===== config.mk =====
export PLATFORM = sky130hd
export DESIGN_NAME = md5_multilane_dispatch
export DESIGN_NICKNAME = d
export VERILOG_FILES = /design/src/rtl/md5_pkg.sv /design/src/rtl/md5_tag_fifo.sv /design/src/rtl/md5_multilane_dispatch.sv
export SDC_FILE = /design/constraint.sdc
export NUM_CORES = 2
export LEC_CHECK = 0
export ABC_AREA = 1
export BUFFER_PORTS_ARGS = -buffer_cell sky130_fd_sc_hd__buf_2
export CORE_AREA = 2 2 752 754
export CTS_CLUSTER_SIZE = 40
export DETAILED_ROUTE_END_ITERATION = 6
export DIE_AREA = 0 0 754 756
export PLACE_DENSITY = 0.44
export REMOVE_ABC_BUFFERS = 1
export SYNTH_ARGS = -nofsm -noshare
export SYNTH_HDL_FRONTEND = slang
export SYNTH_SLANG_ARGS = --single-unit

===== constraint.sdc =====
create_clock -name clk -period 6.9 [get_ports clk]
set_input_delay 1.38 -clock clk [delete_from_list [all_inputs] [get_ports clk]]
set_output_delay 1.38 -clock clk [all_outputs]
set_load 0.05 [all_outputs]

===== src/rtl/md5_pkg.sv =====
// Shared constants and FSM state encoding for the multi-lane MD5 match path.
package md5_pkg;
    localparam int DIGEST_W  = 128;
    localparam int MD5_MSG_W = 152;

    typedef enum logic [1:0] {
        ST_IDLE,
        ST_RUN,
        ST_DRAIN,
        ST_REPORT
    } state_t;
endpackage


===== src/rtl/md5_tag_fifo.sv =====
// Synchronous tag FIFO recording the byte position and lane mask of each issued beat.
module md5_tag_fifo #(
    parameter int  WIDTH = 20,
    parameter int  DEPTH = 128,
    localparam int AW    = $clog2(DEPTH)
) (
    input  logic             clk,
    input  logic             reset,
    input  logic             push,
    input  logic             pop,
    input  logic [WIDTH-1:0] din,
    output logic [WIDTH-1:0] dout,
    output logic             full,
    output logic             empty,
    output logic [AW:0]      count
);
    logic [WIDTH-1:0] mem [DEPTH];
    logic [AW-1:0]    wr_ptr;
    logic [AW-1:0]    rd_ptr;
    logic             do_push;
    logic             do_pop;

    assign full    = (count == (AW+1)'(DEPTH));
    assign empty   = (count == '0);
    assign do_push = push && !full;
    assign do_pop  = pop && !empty;
    assign dout    = mem[rd_ptr];

    always_ff @(posedge clk or negedge reset) begin
        if (!reset) begin
            wr_ptr <= '0;
            rd_ptr <= '0;
            count  <= '0;
        end else begin
            if (do_push) wr_ptr <= wr_ptr + 1'b1;
            if (do_pop)  rd_ptr <= rd_ptr + 1'b1;
            if (do_push && !do_pop)      count <= count + 1'b1;
            else if (!do_push && do_pop) count <= count - 1'b1;
        end
    end

    always_ff @(posedge clk) begin
        if (do_push) mem[wr_ptr] <= din;
    end
endmodule


===== src/rtl/md5_multilane_dispatch.sv =====
// Issues candidate beats across NUM_LANES md5core lanes, matches returned digests
// against the target hash and reports the lowest-position hit of the run.
module md5_multilane_dispatch
    import md5_pkg::*;
#(
    parameter int  NUM_LANES = 4,
    parameter int  MSG_W     = MD5_MSG_W,
    parameter int  POS_W     = 16,
    parameter int  TAG_DEPTH = 128,
    localparam int LANE_W    = (NUM_LANES > 1) ? $clog2(NUM_LANES) : 1
) (
    input  logic                       clk,
    input  logic                       reset,
    input  logic                       start,
    input  logic [DIGEST_W-1:0]        target_hash,
    input  logic                       cand_valid,
    output logic                       cand_ready,
    input  logic [NUM_LANES*MSG_W-1:0] cand_msg,
    input  logic [NUM_LANES-1:0]       cand_mask,
    input  logic [POS_W-1:0]           cand_pos,
    input  logic                       cand_last,
    output logic [NUM_LANES*MSG_W-1:0] core_msg,
    output logic [NUM_LANES-1:0]       core_valid,
    input  logic [NUM_LANES*32-1:0]    core_a,
    input  logic [NUM_LANES*32-1:0]    core_b,
    input  logic [NUM_LANES*32-1:0]    core_c,
    input  logic [NUM_LANES*32-1:0]    core_d,
    input  logic [NUM_LANES-1:0]       core_valid_ret,
    output logic                       busy,
    output logic                       done,
    output logic                       match,
    output logic [POS_W-1:0]           match_pos,
    output logic [LANE_W-1:0]          match_lane,
    output logic                       err
);
    localparam int TAG_W = POS_W + NUM_LANES;
    localparam int CNT_W = $clog2(TAG_DEPTH) + 1;

    state_t               state;
    state_t               state_next;
    logic                 fifo_full;
    logic                 fifo_empty;
    logic [CNT_W-1:0]     fifo_count;
    logic [TAG_W-1:0]     tag_head;
    logic [POS_W-1:0]     tag_pos;
    logic [NUM_LANES-1:0] tag_mask;
    logic [NUM_LANES-1:0] hit;
    logic                 hit_any;
    logic [LANE_W-1:0]    hit_lane;
    logic                 accept;
    logic                 push;
    logic                 pop;
    logic                 ret_any;
    logic                 active;
    logic                 drained;

    assign active     = (state != ST_IDLE);
    assign busy       = active;
    assign done       = (state == ST_REPORT);
    assign cand_ready = (state == ST_RUN) && !fifo_full;
    assign accept     = cand_valid && cand_ready;
    assign push       = accept && (cand_mask != '0);
    assign ret_any    = |core_valid_ret;
    // Returns outside a run are dropped without touching the FIFO or err.
    assign pop        = ret_any && active && !fifo_empty;
    assign drained    = (fifo_count == '0) && !ret_any;
    assign {tag_pos, tag_mask} = tag_head;

    md5_tag_fifo #(
        .WIDTH (TAG_W),
        .DEPTH (TAG_DEPTH)
    ) u_tag_fifo (
        .clk   (clk),
        .reset (reset),
        .push  (push),
        .pop   (pop),
        .din   ({cand_pos, cand_mask}),
        .dout  (tag_head),
        .full  (fifo_full),
        .empty (fifo_empty),
        .count (fifo_count)
    );

    for (genvar g = 0; g < NUM_LANES; g++) begin : g_lane
        assign hit[g] = pop && core_valid_ret[g] && tag_mask[g] &&
                        ({core_a[g*32 +: 32], core_b[g*32 +: 32],
                          core_c[g*32 +: 32], core_d[g*32 +: 32]} == target_hash);
    end

    always_comb begin
        hit_any  = 1'b0;
        hit_lane = '0;
        for (int unsigned i = 0; i < NUM_LANES; i++) begin
            if (hit[i] && !hit_any) begin
                hit_any  = 1'b1;
                hit_lane = LANE_W'(i);
            end
        end
    end

    always_comb begin
        state_next = state;
        case (state)
            ST_IDLE:   if (start) state_next = ST_RUN;
            ST_RUN:    if (accept && cand_last) state_next = ST_DRAIN;
            ST_DRAIN:  if (drained) state_next = ST_REPORT;
            ST_REPORT: state_next = ST_IDLE;
            default:   state_next = ST_IDLE;
        endcase
    end

    always_ff @(posedge clk or negedge reset) begin
        if (!reset) begin
            state      <= ST_IDLE;
            core_msg   <= '0;
            core_valid <= '0;
            match      <= 1'b0;
            match_pos  <= '0;
            match_lane <= '0;
            err        <= 1'b0;
        end else begin
            state      <= state_next;
            core_valid <= push ? cand_mask : '0;
            if (push) core_msg <= cand_msg;
            if (state == ST_IDLE && start) begin
                match      <= 1'b0;
                match_pos  <= '0;
                match_lane <= '0;
                err        <= 1'b0;
            end else begin
                if (hit_any && !match) begin
                    match      <= 1'b1;
                    match_pos  <= tag_pos + POS_W'(hit_lane);
                    match_lane <= hit_lane;
                end
                if (active && ret_any && (fifo_empty || core_valid_ret != tag_mask))
                    err <= 1'b1;
            end
        end
    end
endmodule


* Word-level counts from Yosys, hierarchy flattened
Memories as Yosys holds them, arrays and structs flattened.
Cells that the tools add are included.
** Word-level totals
- Register bits after elaboration :: 656
- Latch bits :: 0
- RAM bits :: 2560
- ROM bits :: 0
- Output and inout port bits :: 635
- Word-level logic and storage cells :: 100
- Memories :: 1
** Memories
- u_tag_fifo.mem :: depth 128, width 20, read ports 1, clocked after memory_dff 0, wr ports 1, RTL line md5_tag_fifo.sv:17 : logic [WIDTH-1:0] mem [DEPTH];
** Operators by class
- $add $sub $neg :: 5
- $mul :: 0
- Divide/modulo/power cells :: 0
- $lt $le $gt $ge :: 0
- Eq/ne operators :: 12
- Shift-type cells :: 0
- Multiplexer cells :: 24
- Bitwise logic cells :: 0
- Reductions and logical operators :: 48
** Operators with widths (number)
- $eq 128x128->1 :: 4
- $mux 16 :: 2
- $logic_and 1x1->1 :: 29
- $add 16x2->16 :: 1
- $mux 8 :: 2
- $add 7x1->7 const B :: 2
- $mux 2 :: 7
- $mux 1 :: 11
- $logic_not 1->1 :: 9
- $add 8x1->8 const B :: 1
- $eq 8x8->1 const B :: 1
- $logic_not 8->1 :: 1
- $pmux 2 s4 :: 1
- $reduce_bool 2->1 :: 4
- $sub 8x1->8 const B :: 1
- $eq 2x2->1 const B :: 2
- $mux 4 :: 1
- $ne 2x2->1 const B :: 2
- $ne 4x4->1 :: 1
- $reduce_bool 4->1 :: 1
- $reduce_or 4->1 :: 1
- $reduce_and 3->1 :: 1
- $eq 2x1->1 const B :: 1
- $logic_not 2->1 :: 1
- 2 further kinds :: 2

* Depth between registers and ports, before layout
- Word-level depth :: 19
- Depth in mapped cells :: 28
- Gate-level depth less buffers :: 25

* Hierarchy
A second synthesis with hierarchy kept.
** Second synthesis, totals
- Cells, all modules :: 15201
- Area, all modules :: 142491.7 um^2
** By module, submodules not included
- md5_tag_fifo :: times used 1, cells an instance 10406, area an instance 109556.3 um^2
- md5_multilane_dispatch :: times used 1, cells an instance 4795, area an instance 32935.3 um^2

* Worst setup path before layout
Ideal clock, no wire load.
- Kind :: input port to flip-flop
- From :: input cand_mask[3]
- To :: register u_tag_fifo.count[7]
- Arrival :: 4080 ps
- Data required time :: 6769 ps
- Setup slack :: 2689 ps
- Stages on the path :: 20
- Path through :: inv_1 > nand4_1 > nand3_1 > inv_1 > clkbuf_1 > buf_1 > ha_1 > inv_1 > ha_1 > a21oi_1 > nor2_1 > o21ai_0 > nand2_1 > a21oi_1 > nor2_1 > o21ai_0 > nand2_1 > a21oi_1 > o21ai_0 > xor2_1
** Between the ends
- Cells in the longest elaborated chain, start to end :: 6
- Elaborated cells between the ends (all ways) :: 8
- Those cells by class :: mux (1); reduce/logical (7)
** Ends and longest elaborated chain
- from (decl) :: RTL line md5_multilane_dispatch.sv:19 : input logic [NUM_LANES-1:0] cand_mask,
- $reduce_bool 4->1 * :: RTL line md5_multilane_dispatch.sv:62 : assign push = accept && (cand_mask != '0);
- $logic_and 1x1->1 * :: RTL line md5_multilane_dispatch.sv:62
- $logic_and 1x1->1 * :: RTL line md5_tag_fifo.sv:25 : assign do_push = push && !full;
- net u_tag_fifo.do_push :: RTL line md5_tag_fifo.sv:20 : logic do_push;
- $logic_not 1->1 :: RTL line md5_tag_fifo.sv:38 : else if (!do_push && do_pop) count <= count - 1'b1;
- $logic_and 1x1->1 :: RTL line md5_tag_fifo.sv:38
- $reduce_bool 2->1 (no line)
- to (signal assigned) :: RTL line md5_tag_fifo.sv:37 : if (do_push && !do_pop) count <= count + 1'b1;
- to (signal assigned) :: RTL line md5_tag_fifo.sv:38
- to (decl) :: RTL line md5_tag_fifo.sv:15 : output logic [AW:0] count
Mark *: on every way through the listed nets, which the timed path passes. The rest lies on a longest branch.
A chain may end at the register's enable or synchronous reset.

* Worst setup path in the final report
- From :: register u_tag_fifo.rd_ptr[1]
- To :: register match_pos[10]
** Between the ends
- Cells in the longest elaborated chain, start to end :: 16
- Elaborated cells between the ends (all ways) :: 27
- Those cells by class :: add/sub (1); mux (9); reduce/logical (16); memory (1)
** Ends and longest elaborated chain
- from (decl) :: RTL line md5_tag_fifo.sv:19 : logic [AW-1:0] rd_ptr;
- from (signal assigned) :: RTL line md5_tag_fifo.sv:36 : if (do_pop) rd_ptr <= rd_ptr + 1'b1;
- $mem_v2 128x20 *
- $logic_and 1x1->1 (2 in a row) :: RTL line md5_multilane_dispatch.sv:85 : assign hit[g] = pop && core_valid_ret[g] && tag_mask[g] &&
- $mux 1 :: RTL line md5_multilane_dispatch.sv:94 : if (hit[i] && !hit_any) begin
- $logic_not 1->1 :: RTL line md5_multilane_dispatch.sv:94
- $logic_and 1x1->1 :: RTL line md5_multilane_dispatch.sv:94
- $mux 1 :: RTL line md5_multilane_dispatch.sv:94
- $logic_not 1->1 :: RTL line md5_multilane_dispatch.sv:94
- $logic_and 1x1->1 :: RTL line md5_multilane_dispatch.sv:94
- $mux 1 :: RTL line md5_multilane_dispatch.sv:94
- $logic_not 1->1 :: RTL line md5_multilane_dispatch.sv:94
- $logic_and 1x1->1 :: RTL line md5_multilane_dispatch.sv:94
- $mux 2 :: RTL line md5_multilane_dispatch.sv:94
- $add 16x2->16 :: RTL line md5_multilane_dispatch.sv:133 : match_pos <= tag_pos + POS_W'(hit_lane);
- $mux 16 :: RTL line md5_multilane_dispatch.sv:131 : if (hit_any && !match) begin
- $mux 16 :: RTL line md5_multilane_dispatch.sv:125 : if (state == ST_IDLE && start) begin
- to (signal assigned) :: RTL line md5_multilane_dispatch.sv:133
- to (decl) :: RTL line md5_multilane_dispatch.sv:32 : output logic [POS_W-1:0] match_pos,
Mark *: on every way between the ends. The rest lies on a longest branch, timed or not. The select of a mux whose other input is x is not followed.

==> impl_metrics.csv <==
group,metric,value,unit
sta,period_minus_slack,5.84,ns
flow_run,cap_violations,0,
clocking,cts_tree,"built",
outcome,status,"finished, violations left",
floorplanning,dieArea,570000,µm²
synth,async_flop_share,20.4,%
sta,relSlewSlack,21.2,%
synth,synth_warnings,0,
cells_and_area,multi_input_area,38700,µm²
clocking,cts.hold.buffers_added,0,
global_route,grt_pass1_vias,106000,
floorplanning,start_util,24.6,%
global_route,grtUsageTotal,36.7,%
floorplanning,coreArea,563000,µm²
sta,hold_viol_final,0,
routing,viasPerCell,4.90,
synth,synth_cell_types,54,
synth,synth_area_leaders,"edfxtp_1 56%, nand2_1 12%, dfrtp_1 12%, nor2_1 4.4%, nand3_1 2.9%",
routing,wl_per_cell,44.4,µm
synth,yosysMostFrequentCell,"nand2_1",
cells_and_area,fin_util,30.7,%
synth,ys_ff_latch,3216,
routing,dr_wl_met3,137000,µm
synth,synth_ff_type,"edfxtp_1",
cells_and_area,final_nets,16800,
synth,synth.area.mux_share,0,%
floorplanning,num_rows,276,
routing,first_iter_violations,17300,
cells_and_area,drive_gt1_share,19.3,%
global_route,grt_antenna_before_repair,676,
synth,synth_area_leader_cell,"edfxtp_1",
power,power_density,483,nW/µm²
setup_path,worst-setup-path-type,"reg -> reg",
synth,synth_top_family_by_area,"simple AND/OR/NAND/NOR gates",
synth,synth_common_cells,"4597 x nand2_1, 2560 x edfxtp_1, 1608 x nor2_1",
outcome,violations,"antenna violations",
synth,synth_top_cell_area_share,55.5,%
global_route,grt_max_degree,201,
floorplanning,chipWidth,754,µm
power,p_leak,0.0702,µW
cells_and_area,syn2layout_area_growth,24.5,%
synth,synth_edf_count,2560,
setup_path,worstPathMaxFanout,26,
sta,totalNegativeSetupSlack,0,ns
synth,yosys.area_share.simple,20.5,%
sta,finalClockSkew,0.123,ns
sta,fin_crit_sh,84.6,%
setup_path,cp.required,7.83,ns
placement,gp_congestion,1.06,
global_route,grt_first_pass_wirelength,1320000,µm
floorplanning,die_height,756,µm
setup_path,slowest_stage,"dfrtp_4",
setup_path,timing.critical_path.mode_cell,"nand3_1",
setup_path,slowest_delay,0.99,ns
placement,place_area,157000,µm²
routing,wl_met1,446000,µm
setup_path,path_cells,"buf_4 -> o21ai_1 -> o211ai_1 -> nand3_1 -> nand2_1 -> nand3_1 -> nand3_1 -> nand3_2 -> a21boi_0 -> ha_1 -> inv_1 -> fa_1 -> nand3b_1 -> nor2_2 -> nand3_1 -> nand3_1 -> nand2_1",
routing,vias,120000,
placement,numPortBuffers,1911,
setup_path,crit_arrival,6.76,ns
clocking,clock_path_buffers,4,
clocking,cts-root-buf,"clkbuf_16",
routing,first_pass_iters,6,
clocking,postCtsSetupRepairBufs,0,
cells_and_area,fin_area,172000,µm²
sta,tightest_slew,1.18,ns
setup_path,critPathLaunch,"u_tag_fifo.rd_ptr[1]",
sta,max_freq,171,MHz
synth,synth_xor_area_share,0.942,%
min_path,hold_class,"in -> async",
setup_path,cp-start-kind,"flip-flop",
cells_and_area,n_fill_cell,59100,
sta,rsz0062_at_grt,"false",
synth,synth-compound-area-share,6.03,%
routing,wl,1090000,µm
power,ir_worst_vdd,0.255,mV
synth,syn_area_per_cell,10.3,µm²
cells_and_area,seq_area,93300,µm²
clocking,cts_max_level,5,
clocking,tritoncts.num_buffers,383,
clocking,insertion_delay,1.07,ns
synth,synthAdderAreaFrac,0.173,%
setup_path,critPathCaptureType,"flip-flop",
clocking,cts_sinks,3216,
clocking,clk_pin_slew,0.06,ns
sta,setup_violations,0,
synth,synth_area,138000,µm²
placement,hpwlAfterDp,881000,µm
synth,ys_seq_area_share,67.4,%
setup_path,r2r_start,"u_tag_fifo.rd_ptr[1]",
routing,wl_met2,445000,µm
routing,ant_nets,3,
synth,syn_inst,13500,
sta,drv_slew,0,
floorplanning,io_pins,1912,
routing,dr.max_layer_used,"met5",
clocking,cts_resized,0,
global_route,overflow,0,
routing,drc,0,
## through the flow
| step | hold slack (ns) | setup WS, ns | total power, µW | std cells |
|---|---|---|---|---|
| after global routing | 0.243 | 0.726 | 85200 | 23600 |
| after global placement | 0.459 | 0.575 | 62400 | 22600 |
| after CTS | 0.220 | 1.24 | 82600 | 23300 |
| after floorplan | 0.478 | -51.84 | 40900 | 12800 |
| after detailed placement | 0.460 | 0.563 | 62300 | 22600 |
| final | 0.249 | 1.06 | 83300 | 24500 |
## layout by cell type, fill, tap and decap left out, types with 16 or more instances in the layout
cell type     n
a21oi_1     266
a22o_1       20
a22oi_1      45
a32o_1       16
buf_12       47
buf_2      1890
buf_4       370
bufinv_16    18
clkbuf_1     97
clkbuf_16   385
clkinv_1     98
clkinv_16    16
clkinv_2     52
dfrtp_1     652
diode_2    1176
edfxtp_1   2560
ha_1         16
inv_1       705
nand2_1    4596
nand3_1     792
nand4_1      47
nor2_1     1484
nor2_2      127
nor3_1       42
o211ai_1    112
o21ai_0     743
o21ai_1     103
o22ai_1     143
or2_2        55
xnor2_1      75
xor2_1       74
## routing by layer
metal  vias to the layer above  global-route usage (%)
li1                      50400                       -
met1                     60900                    48.3
met2                      6758                    52.4
met5                         -                       0
met4                       140                    15.7
met3                      1800                    15.9
## worst max-delay path, delay by kind of cell, from the launching register on
kind | cells | cell delay [ns]
adders and majority gates | 2 | 0.74
and+or+nand+nor | 10 | 2.66
AOI/OAI and AO/OA | 3 | 0.72
buffers and inverters | 2 | 0.53
DFF | 1 | 0.99
## where the power goes
part           switching (µW)  leakage (µW)  internal (µW)
registers                2410        0.0312          22700
logic                   30600        0.0331           7280
clock network            9120       0.00587          11100
## final cells by class
cell class	count	area share (%)
antenna	1176	1.71
clock buffer	496	5.91
clock inverter	209	1.12
inverter	717	1.59
multi-input combinational	8848	22.5
sequential	3216	54.1
tap	7506	5.45
timing repair buffer	2308	7.65
## path summary, 6_finish.rpt
path                       cells after the start            end  slack, ns
max                                           17  match_pos[10]       1.06
min                                            1  core_msg[454]       0.25
max reg2reg                                   17  match_pos[10]       1.06
min reg2reg                                    2  core_msg[481]       0.48
max in group asynchronous                      3  core_msg[129]       4.57
min in group clk                               2  core_msg[481]       0.48
## state kept, by name, indices dropped and copies added, names as in the netlist
register	flops
core_valid	4
err	1
core_msg	608
match_lane	2
u_tag_fifo.mem	2560
state	2
u_tag_fifo.count	8
u_tag_fifo.rd_ptr	7
match	1
match_pos	16
u_tag_fifo.wr_ptr	7
## cell families (layout without fill, tap and decap cells)
group | after synthesis | count (layout)
simple gates | 7189 | 7189
flops | 3216 | 3216
compound gates | 1492 | 1492
buf+inv | 1418 | 3730
xor+xnor | 149 | 149
fa+ha+maj | 18 | 18
other cells | 0 | 1176
Note: power is estimated with default switching activity, not from simulation.
